--- config.mk ---
export PLATFORM = sky130hd
export DESIGN_NAME = alu_seq_ctrl
export DESIGN_NICKNAME = d
export VERILOG_FILES = /design/src/rtl/alu_seq_pkg.sv /design/src/rtl/alu_seq_decode.sv /design/src/rtl/alu_seq_ctrl.sv
export SDC_FILE = /design/constraint.sdc
export NUM_CORES = 1
export LEC_CHECK = 0
export CAP_MARGIN = 0
export CORE_AREA = 4 4 56 58
export DETAILED_ROUTE_END_ITERATION = 10
export DIE_AREA = 0 0 60 62
export PLACE_DENSITY = 0.8
export RECOVER_POWER = 25
export SYNTH_ARGS = -nofsm -noshare
export SYNTH_HDL_FRONTEND = slang
export SYNTH_HIERARCHICAL = 1
export SYNTH_SLANG_ARGS = --single-unit
--- constraint.sdc ---
create_clock -name clk -period 3.25 [get_ports clk]
set_input_delay 0.8125 -clock clk [delete_from_list [all_inputs] [get_ports clk]]
set_output_delay 0.8125 -clock clk [all_outputs]
set_load 0.03 [all_outputs]
--- src/rtl/alu_seq_pkg.sv ---
// alu_seq_pkg: FSM states, instruction classes, opcode/op codes and register-select constants
package alu_seq_pkg;
  typedef enum logic [2:0] {
    S_WAIT   = 3'd0,
    S_DECODE = 3'd1,
    S_GET_A  = 3'd2,
    S_GET_B  = 3'd3,
    S_EXEC   = 3'd4,
    S_WR_IMM = 3'd5,
    S_WR_REG = 3'd6
`ifdef ALU_SEQ_TRAP_EN
    , S_TRAP = 3'd7
`endif
  } state_t;
  typedef enum logic [1:0] {CLS_MOVI, CLS_MOVR, CLS_ALU, CLS_CMP} cls_t;
  localparam logic [2:0] OPC_MOV = 3'b110;
  localparam logic [2:0] OPC_ALU = 3'b101;
  localparam logic [1:0] OP_ADD = 2'b00;
  localparam logic [1:0] OP_SUB = 2'b01;
  localparam logic [1:0] OP_AND = 2'b10;
  localparam logic [1:0] OP_NOT = 2'b11;
  localparam logic [1:0] SEL_RN = 2'b00;
  localparam logic [1:0] SEL_RD = 2'b01;
  localparam logic [1:0] SEL_RM = 2'b10;
endpackage

--- src/rtl/alu_seq_decode.sv ---
// alu_seq_decode: combinational IR decode into legality, instruction class and sign-extended imm8
module alu_seq_decode
  import alu_seq_pkg::*;
#(
  parameter int DATA_W = 16,
  parameter int IMM_W  = 8
) (
  input  logic [DATA_W-1:0] i_ir,
  output logic              o_legal,
  output cls_t              o_cls,
  output logic [DATA_W-1:0] o_sximm8
);
  logic [2:0] w_opc;
  logic [1:0] w_op;
  assign w_opc = i_ir[DATA_W-1:DATA_W-3];
  assign w_op  = i_ir[DATA_W-4:DATA_W-5];
  // MOV has only two legal op codes; every ALU op code is legal
  assign o_legal = (w_opc == OPC_MOV) ? (w_op == OP_ADD || w_op == OP_AND) : (w_opc == OPC_ALU);
  assign o_cls = (w_opc == OPC_MOV) ? ((w_op == OP_AND) ? CLS_MOVI : CLS_MOVR) :
                 (w_op == OP_SUB) ? CLS_CMP : CLS_ALU;
  assign o_sximm8 = {{(DATA_W-IMM_W){i_ir[IMM_W-1]}}, i_ir[IMM_W-1:0]};
endmodule

--- src/rtl/alu_seq_ctrl.sv ---
// alu_seq_ctrl: multi-cycle Moore sequencer for the RF/ALU datapath
// ALU_SEQ_TRAP_EN: illegal encodings lock into TRAP and raise err until reset
module alu_seq_ctrl
  import alu_seq_pkg::*;
#(
  parameter int DATA_W = 16,
  parameter int IMM_W  = 8
) (
  input  logic              clk,
  input  logic              rst_n,
  input  logic              s,
  input  logic              load,
  input  logic [DATA_W-1:0] instr,
  output logic              w,
  output logic [1:0]        rf_sel,
  output logic              rf_write,
  output logic              wb_sel,
  output logic              loada,
  output logic              loadb,
  output logic              loadc,
  output logic              loads,
  output logic              asel,
  output logic [1:0]        alu_op,
  output logic [1:0]        shift,
`ifdef ALU_SEQ_TRAP_EN
  output logic              err,
`endif
  output logic [DATA_W-1:0] sximm8
);
  state_t            r_state, w_next;
  logic [DATA_W-1:0] r_ir;
  logic              w_legal;
  cls_t              w_cls;
  logic [1:0]        w_op;
  alu_seq_decode #(.DATA_W(DATA_W), .IMM_W(IMM_W)) u_dec (
    .i_ir     (r_ir),
    .o_legal  (w_legal),
    .o_cls    (w_cls),
    .o_sximm8 (sximm8)
  );
  assign w_op = r_ir[DATA_W-4:DATA_W-5];
  always_ff @(posedge clk or negedge rst_n)
    if (!rst_n) begin
      r_state <= S_WAIT;
      r_ir    <= '0;
    end else begin
      r_state <= w_next;
      if (load && r_state == S_WAIT) r_ir <= instr;
    end
  always_comb begin
    w_next = r_state;
    case (r_state)
      S_WAIT:   w_next = s ? S_DECODE : S_WAIT;
`ifdef ALU_SEQ_TRAP_EN
      S_DECODE: w_next = !w_legal ? S_TRAP :
`else
      S_DECODE: w_next = !w_legal ? S_WAIT :
`endif
                         (w_cls == CLS_MOVI) ? S_WR_IMM :
                         (w_cls == CLS_MOVR || (w_cls == CLS_ALU && w_op == OP_NOT)) ? S_GET_B : S_GET_A;
      S_GET_A:  w_next = S_GET_B;
      S_GET_B:  w_next = S_EXEC;
      S_EXEC:   w_next = (w_cls == CLS_CMP) ? S_WAIT : S_WR_REG;
      S_WR_IMM: w_next = S_WAIT;
      S_WR_REG: w_next = S_WAIT;
`ifdef ALU_SEQ_TRAP_EN
      default:  w_next = S_TRAP;
`else
      default:  w_next = S_WAIT;
`endif
    endcase
  end
  assign w        = r_state == S_WAIT;
  assign loada    = r_state == S_GET_A;
  assign loadb    = r_state == S_GET_B;
  assign loadc    = r_state == S_EXEC;
  assign loads    = loadc && w_cls == CLS_CMP;
  assign asel     = loadc && w_cls == CLS_MOVR;
  assign alu_op   = (loadc && w_cls != CLS_MOVR) ? w_op : OP_ADD;
  assign shift    = loadc ? r_ir[4:3] : 2'b00;
  assign rf_write = r_state == S_WR_IMM || r_state == S_WR_REG;
  assign wb_sel   = r_state == S_WR_IMM;
  assign rf_sel   = loadb ? SEL_RM : (r_state == S_WR_REG) ? SEL_RD : SEL_RN;
`ifdef ALU_SEQ_TRAP_EN
  assign err      = r_state == S_TRAP;
`endif
endmodule
==> report_table.html, run 1 <==
<table>
<tr><th>Metric</th><th>Value</th></tr>
<tr><th colspan="2">Worst setup path</th></tr>
<tr><td>Critical Path End Type</td><td>output pin</td></tr>
<tr><td>Reg-to-reg slack, setup</td><td>1.71 ns</td></tr>
<tr><td>Required time worst endpoint</td><td>2.44 ns</td></tr>
<tr><td>Capture point of the worst reg-to-reg path</td><td>r_ir[11]</td></tr>
<tr><td>Max FO, Critical Path</td><td>9</td></tr>
<tr><td>Worst endpoint data arrival time</td><td>2.14 ns</td></tr>
<tr><td>Launch instance of the worst register-to-register path</td><td>r_state[0]</td></tr>
<tr><td>Startpoint-to-endpoint class of the critical path</td><td>reg -&gt; out</td></tr>
<tr><td>Worst Setup Start Kind</td><td>flip-flop</td></tr>
<tr><td>Path depth of the worst reg2reg path</td><td>4</td></tr>
<tr><th colspan="2">GRT</th></tr>
<tr><td>GRT Resource Usage Total</td><td>13.3%</td></tr>
<tr><td>First-pass GRT wire length</td><td>3640 µm</td></tr>
<tr><td>Overflow left after global routing</td><td>0</td></tr>
<tr><td>Initial antenna violation count</td><td>0</td></tr>
<tr><td>Vias in the first global route</td><td>793</td></tr>
<tr><td>Largest net degree at the start of global routing</td><td>17</td></tr>
<tr><th colspan="2">CTS</th></tr>
<tr><td>Post-CTS repair timing setup buffer count</td><td>0</td></tr>
<tr><td>Clock transition at path regs</td><td>0.10 ns</td></tr>
<tr><td>Num CTS Buffers</td><td>3</td></tr>
<tr><td>H-Tree Depth</td><td>1</td></tr>
<tr><td>Number of sinks driven by the clock tree</td><td>16</td></tr>
<tr><td>Number of gates resized after cts</td><td>0</td></tr>
<tr><td>CTS Buffer Depth</td><td>2</td></tr>
<tr><td>Clock root buffer master</td><td>sky130_fd_sc_hd__clkbuf_4</td></tr>
<tr><td>Clock tree from TritonCTS</td><td>yes</td></tr>
<tr><td>Number of hold buffers added after cts</td><td>0</td></tr>
<tr><td>Clock latency on the worst-skew pair</td><td>0.29 ns</td></tr>
<tr><th colspan="2">Power</th></tr>
<tr><td>Switching pwr</td><td>0.688 mW</td></tr>
<tr><td>Internal Pwr Total</td><td>0.852 mW</td></tr>
<tr><td>Static Leak</td><td>0.660 nW</td></tr>
<tr><td>Net Sw Frac</td><td>44.7%</td></tr>
<tr><td>Logic gate share of total power</td><td>66.1%</td></tr>
<tr><td>Power density over the cells</td><td>1090 nW/µm²</td></tr>
<tr><td>Proportion of power drawn by flip-flops and latches</td><td>25.4%</td></tr>
<tr><td>Worst supply voltage drop on vdd</td><td>0.758 mV</td></tr>
<tr><td>Share of power burned in the clock network</td><td>8.5%</td></tr>
<tr><th colspan="2">Die</th></tr>
<tr><td>Core Region</td><td>2660 µm²</td></tr>
<tr><td>Count of standard-cell rows</td><td>19</td></tr>
<tr><td>Number of top-level design ports</td><td>50</td></tr>
<tr><td>Initial standard-cell utilization of the core</td><td>38.9%</td></tr>
<tr><td>Horiz. Die Dim</td><td>60 µm</td></tr>
<tr><td>Die outline height</td><td>62 µm</td></tr>
<tr><td>Die area</td><td>3720 µm²</td></tr>
<tr><th colspan="2">Drt</th></tr>
<tr><td>Number of DRC violations after detailed-routing iteration 0</td><td>11</td></tr>
<tr><td>Total via count after detailed routing</td><td>746</td></tr>
<tr><td>Aggregate routed wire length</td><td>2150 µm</td></tr>
<tr><td>DRC violation count after routing</td><td>0</td></tr>
<tr><td>Number of antenna-violating nets in the routed design</td><td>0</td></tr>
<tr><td>Number of optimization iterations in the first detailed-route pass</td><td>2</td></tr>
<tr><td>Via density per instance</td><td>4.84</td></tr>
<tr><td>Routed wirelength normalized by instance count</td><td>13.9 µm</td></tr>
<tr><th colspan="2">STA</th></tr>
<tr><td>Layout Skew</td><td>0.0102 ns</td></tr>
<tr><td>Post-route minimum period</td><td>2.96 ns</td></tr>
<tr><td>Maximum achievable frequency</td><td>338 MHz</td></tr>
<tr><td>Relative slew margins</td><td>52.6%</td></tr>
<tr><td>Tcrit/Tclk final</td><td>91.0%</td></tr>
<tr><td>Worst hold slack</td><td>0.519 ns</td></tr>
<tr><td>Final hold violation count</td><td>0</td></tr>
<tr><td>Pin slew with the least headroom to its limit</td><td>0.708 ns</td></tr>
<tr><td>Endpoints failing setup</td><td>0</td></tr>
<tr><td>Final number of max-transition violations</td><td>0</td></tr>
<tr><td>RSZ-0062 raised after global routing</td><td>false</td></tr>
<tr><td>Setup TNS</td><td>0 ns</td></tr>
<tr><th colspan="2">Final layout</th></tr>
<tr><td>Net total in the final layout</td><td>144</td></tr>
<tr><td>Area Growth Syn to Fin</td><td>36.3%</td></tr>
<tr><td>Antenna cells</td><td>0</td></tr>
<tr><td>Share of post-route cells with drive strength above 1</td><td>20.3%</td></tr>
<tr><td>Fin area</td><td>1410 µm²</td></tr>
<tr><th colspan="2">Run</th></tr>
<tr><td>Max cap viols</td><td>0</td></tr>
<tr><th colspan="2">Worst hold path</th></tr>
<tr><td>Class of the worst hold path</td><td>reg -&gt; reg</td></tr>
<tr><td>Endpoint of the worst hold-timing path</td><td>r_ir[2]</td></tr>
<tr><td>Min-delay src</td><td>r_ir[2]</td></tr>
<tr><td>Hold Path Stages</td><td>1</td></tr>
<tr><th colspan="2">Run status</th></tr>
<tr><td>Outcome</td><td>finished, final reports clean</td></tr>
<tr><th colspan="2">Place</th></tr>
<tr><td>RePlAce Congestion</td><td>0.823</td></tr>
<tr><td>Number of input and output port buffers inserted</td><td>46</td></tr>
<tr><td>Placed standard-cell area</td><td>1370 µm²</td></tr>
<tr><td>Detailed Place HPWL</td><td>1730 µm</td></tr>
<tr><th colspan="2">Yosys</th></tr>
<tr><td>Yosys Warn Count</td><td>6</td></tr>
<tr><td>Cell Area, Synth</td><td>1030 µm²</td></tr>
<tr><td>Synth Net Count</td><td>113</td></tr>
<tr><td>Average cell area after synthesis</td><td>11.1 µm²</td></tr>
<tr><td>Number of instances in the synthesized netlist</td><td>93</td></tr>
</table>
==> routing by layer <==
layer | wire, µm | up-vias | GRT usage (%)
li1 | - | 356 | -
met1 | 818 | 360 | 14.5
met2 | 1160 | 26 | 24.1
met3 | 139 | 4 | 3.31
met4 | 33 | 0 | 6.65
met5 | 0 | - | 0
==> flip-flops by register name (all words and copies together) (netlist names) <==
register  count
r_ir         13
r_state       3
==> power by group through the flow <==
stage | Clock (mW) | Combinational (mW) | Sequential [mW]
2_1_floorplan | 0 | 0.859 | 0.374
3_3_place_gp | 0 | 1.01 | 0.387
3_5_place_dp | 0 | 1.02 | 0.396
4_1_cts | 0.137 | 1.03 | 0.393
5_1_grt | 0.147 | 1.08 | 0.413
6_report | 0.131 | 1.02 | 0.391
==> layout make-up <==
type	instances	area, µm²
Clock buffer	4	36.3
Timing Repair Buffer	48	483
Tap cell	31	38.8
Sequential cell	16	400
Inverter	4	15.0
Multi-Input combinational cell	51	437
Fill cell	249	1250
==> worst max-delay path, cell delays in order, from the launching register on <==
cell and delay (ns):
sky130_fd_sc_hd__dfrtp_1 0.51, sky130_fd_sc_hd__or3b_2 0.54, sky130_fd_sc_hd__nor2_1 0.12, sky130_fd_sc_hd__clkdlybuf4s50_1 0.68
==> worst max path at each step <==
stage	start	endpoint	slack [ns]	cells after the start
after floorplan	r_state[0]	rf_sel[1]	0.74	3
after global placement	r_state[1]	alu_op[1]	0.46	4
after detailed placement	r_state[1]	alu_op[0]	0.40	4
after CTS	r_state[1]	alu_op[0]	0.06	4
after global routing	r_ir[13]	loads	0.15	5
final	r_state[1]	loads	0.29	3
==> layout by cell type, fill, tap and decap left out, drive strengths merged, types with 3 or more instances in the layout <==
master	instances
clkbuf	4
dlymetal6s2s	3
nor3	4
o21ai	3
clkdlybuf4s50	42
and2	4
nand2	4
mux2	13
inv	4
and3	3
nor2	3
dfrtp	16
==> stage by stage <==
stage / power (mW) / worst slack, ns / cells / utilization, %
6_report: 1.54 / 0.293 / 154 / 53.0
5_1_grt: 1.64 / 0.150 / 154 / 53.0
4_1_cts: 1.56 / 0.0552 / 154 / 52.7
3_5_place_dp: 1.42 / 0.400 / 150 / 51.3
3_3_place_gp: 1.39 / 0.465 / 150 / 51.3
2_1_floorplan: 1.23 / 0.738 / 93 / -
(Power assumes the default switching activity.)
==> run 2, diff against run 1 <==
==> constraint.sdc (replaced) <==
create_clock -name clk -period 3.25 [get_ports clk]
set_input_delay 0.8125 -clock clk [delete_from_list [all_inputs] [get_ports clk]]
set_output_delay 0.8125 -clock clk [all_outputs]
set_load 0.005 [all_outputs]
==> report_table.html, run 2 (synthesis gave the netlist of run 1 again) <==
<table>
<tr><th>Metric</th><th>Value</th></tr>
<tr><th colspan="2">Die</th></tr>
<tr><td>Initial standard-cell utilization of the core</td><td>38.9% (unchanged)</td></tr>
<tr><td>Die area</td><td>3720 µm² (unchanged)</td></tr>
<tr><td>Number of top-level design ports</td><td>50 (unchanged)</td></tr>
<tr><td>Die outline height</td><td>62 µm (unchanged)</td></tr>
<tr><td>Core Region</td><td>2660 µm² (unchanged)</td></tr>
<tr><td>Horiz. Die Dim</td><td>60 µm (unchanged)</td></tr>
<tr><td>Count of standard-cell rows</td><td>19 (unchanged)</td></tr>
<tr><th colspan="2">Drt</th></tr>
<tr><td>Via density per instance</td><td>4.84 (about the same)</td></tr>
<tr><td>DRC violation count after routing</td><td>0 (unchanged)</td></tr>
<tr><td>Number of DRC violations after detailed-routing iteration 0</td><td>6 (-5)</td></tr>
<tr><td>Number of antenna-violating nets in the routed design</td><td>0 (unchanged)</td></tr>
<tr><td>Number of optimization iterations in the first detailed-route pass</td><td>4 (+2)</td></tr>
<tr><td>Routed wirelength normalized by instance count</td><td>13.9 µm (about the same)</td></tr>
<tr><td>Aggregate routed wire length</td><td>2120 µm (-1.3%)</td></tr>
<tr><td>Total via count after detailed routing</td><td>736 (-1.3%)</td></tr>
<tr><th colspan="2">Power</th></tr>
<tr><td>Static Leak</td><td>0.594 nW (-10%)</td></tr>
<tr><td>Worst supply voltage drop on vdd</td><td>0.565 mV (-25%)</td></tr>
<tr><td>Power density over the cells</td><td>901 nW/µm² (-17%)</td></tr>
<tr><th colspan="2">Final layout</th></tr>
<tr><td>Fin area</td><td>1390 µm² (-1.6%)</td></tr>
<tr><td>Leading cell type in the layout, fill and taps excluded</td><td>sky130_fd_sc_hd__clkdlybuf4s50_1</td></tr>
<tr><td>Net total in the final layout</td><td>142 (-1.4%)</td></tr>
<tr><td>Largest registers</td><td>r_ir (13), r_state (3)</td></tr>
<tr><td>Most frequent cells in the layout</td><td>sky130_fd_sc_hd__clkdlybuf4s50_1 (45), sky130_fd_sc_hd__dfrtp_1 (16), sky130_fd_sc_hd__mux2_4 (10)</td></tr>
<tr><td>Share of post-route cells with drive strength above 1</td><td>19.0% (-1.3 points)</td></tr>
<tr><td>Final design utilization</td><td>52.1% (-0.85 points)</td></tr>
<tr><td>Area Growth Syn to Fin</td><td>34.1%</td></tr>
<tr><td>Antenna cells</td><td>0 (unchanged)</td></tr>
<tr><td>Number of flip-flops in the largest register</td><td>13 (unchanged)</td></tr>
<tr><td>Register bank with the most flops</td><td>r_ir</td></tr>
<tr><th colspan="2">STA</th></tr>
<tr><td>Final hold violation count</td><td>0 (unchanged)</td></tr>
<tr><td>Worst hold slack</td><td>0.526 ns (+0.00746 ns)</td></tr>
<tr><td>Post-route minimum period</td><td>3.03 ns (+0.0718 ns)</td></tr>
<tr><td>Pin slew with the least headroom to its limit</td><td>0.728 ns (+0.0198 ns)</td></tr>
<tr><td>Final number of max-transition violations</td><td>0 (unchanged)</td></tr>
<tr><td>RSZ-0062 raised after global routing</td><td>false</td></tr>
<tr><td>Endpoints failing setup</td><td>0 (unchanged)</td></tr>
<tr><td>Relative slew margins</td><td>51.3% (-1.3 points)</td></tr>
<tr><td>Maximum achievable frequency</td><td>330 MHz (-2.4%)</td></tr>
<tr><td>Tcrit/Tclk final</td><td>93.2% (+2.2 points)</td></tr>
<tr><td>Setup TNS</td><td>0 ns (unchanged)</td></tr>
<tr><td>Layout Skew</td><td>0.00492 ns (-0.00523 ns)</td></tr>
<tr><th colspan="2">CTS</th></tr>
<tr><td>Post-CTS repair timing setup buffer count</td><td>0 (unchanged)</td></tr>
<tr><td>Clock root buffer master</td><td>sky130_fd_sc_hd__clkbuf_4</td></tr>
<tr><td>H-Tree Depth</td><td>1 (unchanged)</td></tr>
<tr><td>Clock transition at path regs</td><td>0.10 ns (about the same)</td></tr>
<tr><td>Number of sinks driven by the clock tree</td><td>16 (unchanged)</td></tr>
<tr><td>Num CTS Buffers</td><td>3 (unchanged)</td></tr>
<tr><td>Number of gates resized after cts</td><td>0 (unchanged)</td></tr>
<tr><td>CTS Buffer Depth</td><td>2 (unchanged)</td></tr>
<tr><td>Number of hold buffers added after cts</td><td>0 (unchanged)</td></tr>
<tr><td>Clock tree from TritonCTS</td><td>yes</td></tr>
<tr><td>Clock latency on the worst-skew pair</td><td>0.28 ns (about the same)</td></tr>
<tr><th colspan="2">Worst setup path</th></tr>
<tr><td>Max FO, Critical Path</td><td>13 (+4)</td></tr>
<tr><td>Required time worst endpoint</td><td>2.44 ns (about the same)</td></tr>
<tr><td>Slowest cell delay on critical path</td><td>0.58 ns (-0.10 ns)</td></tr>
<tr><td>Kind of cell with the highest combined delay on the critical path</td><td>simple AND/OR/NAND/NOR gates</td></tr>
<tr><td>Critical Path End Type</td><td>output pin</td></tr>
<tr><td>Worst endpoint data arrival time</td><td>2.22 ns (+0.08 ns)</td></tr>
<tr><td>Cell-by-cell listing of the critical path</td><td>or3b_2 -&gt; a21oi_1 -&gt; and2_1 -&gt; clkdlybuf4s50_1</td></tr>
<tr><td>Startpoint-to-endpoint class of the critical path</td><td>reg -&gt; out</td></tr>
<tr><td>Worst Setup Start Kind</td><td>flip-flop</td></tr>
<tr><td>CP Buf/Inv Count</td><td>1 (unchanged)</td></tr>
<tr><td>Slowest cell on the critical path</td><td>sky130_fd_sc_hd__dfrtp_1</td></tr>
<tr><th colspan="2">GRT</th></tr>
<tr><td>Routing usage on met2</td><td>24.8% (+0.77 points)</td></tr>
<tr><td>Most congested layer reported by global routing</td><td>met2</td></tr>
<tr><td>Largest net degree at the start of global routing</td><td>17 (unchanged)</td></tr>
<tr><td>Vias in the first global route</td><td>758 (-4.4%)</td></tr>
<tr><td>Overflow left after global routing</td><td>0 (unchanged)</td></tr>
<tr><td>GRT Resource Usage Total</td><td>12.6% (-0.77 points)</td></tr>
<tr><td>Initial antenna violation count</td><td>0 (unchanged)</td></tr>
<tr><td>Met1 capacity usage during global routing</td><td>13.8% (-0.71 points)</td></tr>
<tr><td>Met3 track demand over resource in global routing</td><td>2.89% (-0.41 points)</td></tr>
<tr><td>First-pass GRT wire length</td><td>3530 µm (-3.0%)</td></tr>
<tr><th colspan="2">Run status</th></tr>
<tr><td>Outcome</td><td>finished, final reports clean</td></tr>
<tr><th colspan="2">Place</th></tr>
<tr><td>Number of input and output port buffers inserted</td><td>46 (unchanged)</td></tr>
<tr><td>Detailed Place HPWL</td><td>1680 µm (-3.1%)</td></tr>
<tr><td>RePlAce Congestion</td><td>0.821 (-0.26%)</td></tr>
<tr><td>Placed standard-cell area</td><td>1350 µm² (-1.1%)</td></tr>
<tr><th colspan="2">Run</th></tr>
<tr><td>Max cap viols</td><td>0 (unchanged)</td></tr>
<tr><th colspan="2">Worst hold path</th></tr>
<tr><td>Class of the worst hold path</td><td>reg -&gt; reg</td></tr>
</table>
-- run 2: routing by layer --
layer / wire length [µm] / vias to the layer above
li1: - / 350
met1: 824 / 355
met2: 1140 / 29
met3: 145 / 2
met4: 14 / 0
met5: 0 / -
-- run 2: layout make-up --
cell class	count	area [µm²]
clock buffers	4	36.3
fillers	245	1270
inverters	4	15.0
multi-input cells	51	437
flip-flops and latches	16	400
well taps	31	38.8
repair buffers	46	460
-- run 2: worst reg2reg max path: stages (launching register included) --
cell,delay [ns]
sky130_fd_sc_hd__dfrtp_1,0.53
sky130_fd_sc_hd__nor3_4,0.24
sky130_fd_sc_hd__and2_4,0.31
sky130_fd_sc_hd__mux2_2,0.37
-- run 2: path summary, 6_finish.rpt --
path,from,endpoint,slack (ns),depth (start not counted)
min,r_ir[2],r_ir[2],0.53,1
max,r_state[2],alu_op[0],0.22,4
max reg2reg,r_state[0],r_ir[15],1.68,3
max in group asynchronous,rst_n,r_ir[14],1.77,1
min reg2reg,r_ir[2],r_ir[2],0.53,1
min in group asynchronous,rst_n,r_ir[2],1.02,1
-- run 2: per-stage QoR --
stage	cells	power, mW	setup WS (ns)
2_1_floorplan	93	0.950	1.21
6_report	152	1.25	0.221
4_1_cts	152	1.27	0.210
3_5_place_dp	148	1.13	0.533
5_1_grt	152	1.35	0.0504
3_3_place_gp	148	1.10	0.578
-- run 2: power by group --
group	leakage (nW)	internal, mW	total, mW	switching (mW)
Sequential	0.192	0.298	0.424	0.126
Clock	0.0210	0.0680	0.132	0.0643
Combinational	0.382	0.468	0.693	0.226
